### src/rtl/led_flow_ctrl.sv
// Running-light engine: a free-running step prescaler drives LED_NUM outputs
// through rotate-left, rotate-right, ping-pong or hold modes. A pattern can be
// loaded at runtime, and the en input freezes both the prescaler and the
// pattern. Every output is registered.
module led_flow_ctrl #(
  parameter int LED_NUM     = 4,
  parameter int CLK_FREQ_HZ = 50_000_000,
  parameter int STEP_HZ     = 1
) (
  input  logic               clk,
  input  logic               rst,
  input  logic               en,
  input  logic [1:0]         mode,
  input  logic               load,
  input  logic [LED_NUM-1:0] load_pattern,
  output logic [LED_NUM-1:0] led,
  output logic               dir,
  output logic               step_tick
);

  localparam int DIV   = CLK_FREQ_HZ / STEP_HZ;
  localparam int CNT_W = (DIV > 2) ? $clog2(DIV) : 1;
  localparam logic [CNT_W-1:0] CNT_LAST = CNT_W'(DIV - 1);

  typedef enum logic [1:0] {
    MODE_ROT_L = 2'b00,
    MODE_ROT_R = 2'b01,
    MODE_PING  = 2'b10,
    MODE_HOLD  = 2'b11
  } mode_e;

  logic [CNT_W-1:0]   cnt;
  logic [LED_NUM-1:0] led_next;
  logic               dir_next;
  logic               step;
  logic [LED_NUM-1:0] load_value;

  assign step       = en && (cnt == CNT_LAST);
  // An all-dark pattern would stay dark forever, so it is replaced by bit 0.
  assign load_value = (load_pattern == '0) ? LED_NUM'(1) : load_pattern;

  // Pattern and direction that the next step would produce in the current mode.
  // NOTE: every signal gets a default at the top of always_comb so no path can leave it unassigned and infer a latch.
  always_comb begin
    led_next = led;
    dir_next = dir;
    case (mode_e'(mode))
      MODE_ROT_L: led_next = {led[LED_NUM-2:0], led[LED_NUM-1]};
      MODE_ROT_R: led_next = {led[0], led[LED_NUM-1:1]};
      MODE_PING: begin
        if (!dir) begin
          if (led[LED_NUM-1]) begin
            dir_next = 1'b1;
            led_next = led >> 1;
          end else begin
            led_next = led << 1;
          end
        end else begin
          if (led[0]) begin
            dir_next = 1'b0;
            led_next = led << 1;
          end else begin
            led_next = led >> 1;
          end
        end
      end
      default: ;  // hold: pattern and direction stay put
    endcase
  end

  // Prescaler, pattern register and step pulse; reset beats load, load beats a step.
  // NOTE: sequential state uses non-blocking assignments so all registers update together from pre-edge values.
  always_ff @(posedge clk) begin
    if (rst) begin
      cnt       <= '0;
      led       <= LED_NUM'(1);
      dir       <= 1'b0;
      step_tick <= 1'b0;
    end else if (load) begin
      cnt       <= '0;
      led       <= load_value;
      dir       <= 1'b0;
      step_tick <= 1'b0;
    end else if (step) begin
      cnt       <= '0;
      led       <= led_next;
      dir       <= dir_next;
      step_tick <= 1'b1;
    end else begin
      if (en) cnt <= cnt + CNT_W'(1);
      step_tick <= 1'b0;
    end
  end

endmodule

### config.mk
export PLATFORM = sky130hd
export DESIGN_NAME = led_flow_ctrl
export DESIGN_NICKNAME = d
export VERILOG_FILES = /design/src/rtl/led_flow_ctrl.sv
export SDC_FILE = /design/constraint.sdc
export NUM_CORES = 1
export LEC_CHECK = 0
export CAP_MARGIN = 5
export CORE_MARGIN = 2
export CORE_UTILIZATION = 29
export CTS_CLUSTER_SIZE = 30
export DETAILED_ROUTE_END_ITERATION = 8
export GPL_ROUTABILITY_DRIVEN = 0
export PLACE_DENSITY = 0.53
export SKIP_CTS_REPAIR_TIMING = 1
export SYNTH_ARGS = -nofsm -noshare
export SYNTH_HDL_FRONTEND = slang
export SYNTH_SLANG_ARGS = --single-unit
### constraint.sdc
create_clock -name clk -period 5.2 [get_ports clk]
set_input_delay 1.56 -clock clk [delete_from_list [all_inputs] [get_ports clk]]
set_output_delay 1.56 -clock clk [all_outputs]
set_load 0.01 [all_outputs]
# Yosys cells after proc, flatten, opt, wreduce, memory -nomap -nowiden
# Cells that the tools add are included.
# totals
reg_bits,32
input_bits,10
output_inout_bits,6
word_cells,28
# op_classes
n_addsub,1
eq_ne,3
n_mux,11
reduce_logical,9
# ops
cell,n
$add A26 B1 Y26 const B,1
$eq A26 B26 Y1 const B,1
$mux W4,6
$pmux W4 S3,1
$logic_not A4 Y1,1
$mux W1,4
$reduce_and A2 Y1,2
$reduce_bool A4 Y1,1
$reduce_or A3 Y1,1
$eq A2 B1 Y1 const B,1
$eq A2 B2 Y1 const B,1
$logic_not A2 Y1,1
$reduce_bool A2 Y1,1
$reduce_or A2 Y1,1
$logic_and A1 B1 Y1,1

# Longest topological paths before layout
# depth
ltp_word,5
ltp_mapped,7
ltp_nobuf,6

# Worst setup path before layout
# Ideal clock, no wire load.
# synth_timing
path_kind,input to register
startpoint,input port mode[0]
endpoint,register led[3]
setup_time_ns,0.132
t_arrival_ns,2.821
required_time_ns,5.068
setup_slack_ns,2.247
path_stages,7
n_path_buf,1
path_cell_list,inv_1 > ha_1 > clkbuf_1 > nor2_1 > or4_1 > o21ai_0 > o211ai_1
# synth_via
elab_chain_len,4
word_cells_on_any_way,8
cone_classes,eq/ne: 2; mux: 3; reduce/logical: 3
# synth_lines
element,line,rtl
start: declaration,13,"input logic [1:0] mode,"
$eq A2 B2 Y1 (tied with other cells),47,case (mode_e'(mode))
$pmux W4 S3,47,
$mux W4,84,end else if (step) begin
$mux W4,79,end else if (load) begin
end signal: assignment,81,led <= load_value;
end signal: assignment,86,led <= led_next;
end: declaration,16,"output logic [LED_NUM-1:0] led,"
# Several ways; a longest one is shown, not always the timed one. The select of a mux whose other input is x is not followed.
# A chain may end at the register's enable or synchronous reset.

# Worst setup path after layout
# layout_timing
startpoint,input port en
endpoint,register cnt[5]
# layout_via
elab_chain_len,2
# layout_lines
element,line,rtl
start: declaration,12,"input logic en,"
$logic_and A1 B1 Y1,38,assign step = en && (cnt == CNT_LAST);
$reduce_or A3 Y1 (no line),--,
end signal: assignment,90,if (en) cnt <= cnt + CNT_W'(1);
end: declaration,32,logic [CNT_W-1:0] cnt;
# Several ways; a longest one is shown, not always the timed one.

==> metrics <==
run status complete, no violations; GR Overflow Total 0; TritonCTS clock tree done; vias in the first global route 1,441; CP startpoint kind primary input; Synth Area per Inst 8.656 µm²; CP Capture Type register; EDFF count, synth 0; HP Class reg2reg; Yosys reg bits 32; Final nets 234; Via density 5.176; Starting Density 0.3023; Synth Warn # 0; DP Wirelength 2812 µm; die area 6855 µm²; clk slew on worst S/H paths 0.07 ns; minimum hold slack 0.4881 ns; commonest non-fill, non-tap cells in the layout dfxtp_1, nor2_1, clkdlybuf4s50_1; Post-Place Cells 288; fillers 643; post-place setup slack 1.558 ns; setup TNS 0 ns; drt first pass iters 4; leak pwr 0.6451 nW; Synth Flop Type dfxtp_1; total CTS buffers 5; WP data arrival 3.50 ns; Final Critical Period 3.332 ns; final number of max-transition violations 0; # port buffers 15; RSZ-0062 raised after global routing no; relative slew slack 0.6782; diode count 0; fraction of the yosys area taken by sequential cells 0.3558; clk root buf clkbuf_8; routed wire length 3955 µm; Syn Inst Count 208; CTS H-tree depth 2; non-filler cells in the finished layout 296; metal3 WL 143 µm; Crit Path Category in2reg; DRC Markers 0; Setup-failing EPs final 0; fin crit share 0.6408; share of synthesized registers carrying an async set or reset 0; Final Hold Fails 0; post-route cell area 2082 µm²; Die Span Y 82.80 µm; Layout area overhead 15.64%; Final Total Pwr 487.4 µW; via count 1,532; Worst Skew 0.006995 ns; Synth Net Count 222; CP Data Required Time 5.37 ns; Top Metal Used met4; Die Wd 82.80 µm; Max-Cap Viols 0; routed wl met2 1649 µm; max frequency 300.1 MHz; Crit Path Max Fanout 20; initial antenna violation count 0; Max VDD drop 77.65 µV; share of layout cells above drive strength 1 0.09502; Initial DRC Count 51; cell area after synthesis 1800 µm²; clock sinks 32; pwr/cell area 234.1 nW/µm²; Placed Area 1992 µm²; routed len/inst 13.36 µm; top-level port count 16; worst slew pin tran 0.4786 ns; GR Util All Layers 0.1320; largest net degree at the start of global routing 21; Setup WS post-layout 1.868 ns; met1 WL 2079 µm; Clock Tree Buf Depth 2; commonest non-fill, non-tap cell in the layout dfxtp_1; Core ar. 5956 µm²; first-pass GRT wire length 6844 µm; Routed Antenna Nets 0; Core Rows 28; Finished Core Util 0.3496; count of different cell masters after synthesis 56; later-pin clock latency in the skew report 0.29 ns
-- worst max-delay path, cell delays in order --
cell	delay (ns)
clkdlybuf4s50_1	0.58
and3_1	0.35
nand3_4	0.16
o21ai_1	0.42
buf_4	0.34
nor2_1	0.08
-- routing by layer --
metal,vias to the layer above,GRT usage
met4,0,0.06557
met3,6,0.03571
li1,806,-
met1,694,0.1870
met2,26,0.1823
met5,-,0
-- power breakdown --
part	switching (mW)	internal [mW]
Clock	0.0922	0.108
Combinational	0.0185	0.0184
Sequential	0.00287	0.247
-- final cells by class --
type                            instances  area [µm²]  share of cell area
Clock buffer                            8       90.09             0.04327
Multi-Input combinational cell        157        1070              0.5138
Timing Repair Buffer                   16       157.7             0.07572
Inverter                                8       30.03             0.01442
Sequential cell                        32       640.6              0.3077
Tap cell                               75       93.84             0.04507
-- logic make-up after synthesis --
kind of cell               count (synthesis)  share of synthesized area
AOI/OAI and AO/OA                         49                     0.1890
xor gates and xnor gates                  12                    0.05838
adders and majority gates                  4                    0.02780
buffers and inverters                     19                    0.05003
DFF                                       32                     0.3558
muxes                                      1                   0.005560
and+or+nand+nor                           91                     0.3134
-- worst paths after layout --
check	start	end	slack (ns)	cells after the start
worst max-delay path	en	cnt[5]	1.87	6
worst min-delay path	cnt[25]	cnt[25]	0.49	2
worst max register to register	cnt[0]	cnt[5]	3.20	6
worst min register to register	cnt[25]	cnt[25]	0.49	2
-- synth_stat cells (2+ instances only) --
master	number	share of area
or3_1	2	0.0069
nor3_1	2	0.0056
o21ai_0	8	0.022
a21oi_1	13	0.036
o2111ai_1	2	0.0097
o211ai_1	2	0.0083
nand4_1	6	0.021
nor2_1	19	0.040
nand2b_1	2	0.0069
xnor2_1	3	0.015
xor2_1	9	0.044
nor2b_1	2	0.0069
and3_1	3	0.010
dfxtp_1	32	0.36
and4_4	2	0.013
buf_1	2	0.0042
inv_1	8	0.017
nand3_1	13	0.036
nand2_1	12	0.025
buf_2	5	0.014
ha_1	4	0.028
a2111o_1	2	0.013
or4_1	11	0.046
o31ai_1	9	0.038
and4_1	4	0.019
-- sequential cells by signal, indices dropped and copies added (netlist names) --
| register | count |
|---|---|
| cnt | 26 |
| led | 4 |
| step_tick | 1 |
| dir | 1 |
No activity file was read; power rests on OpenSTA's default activity.
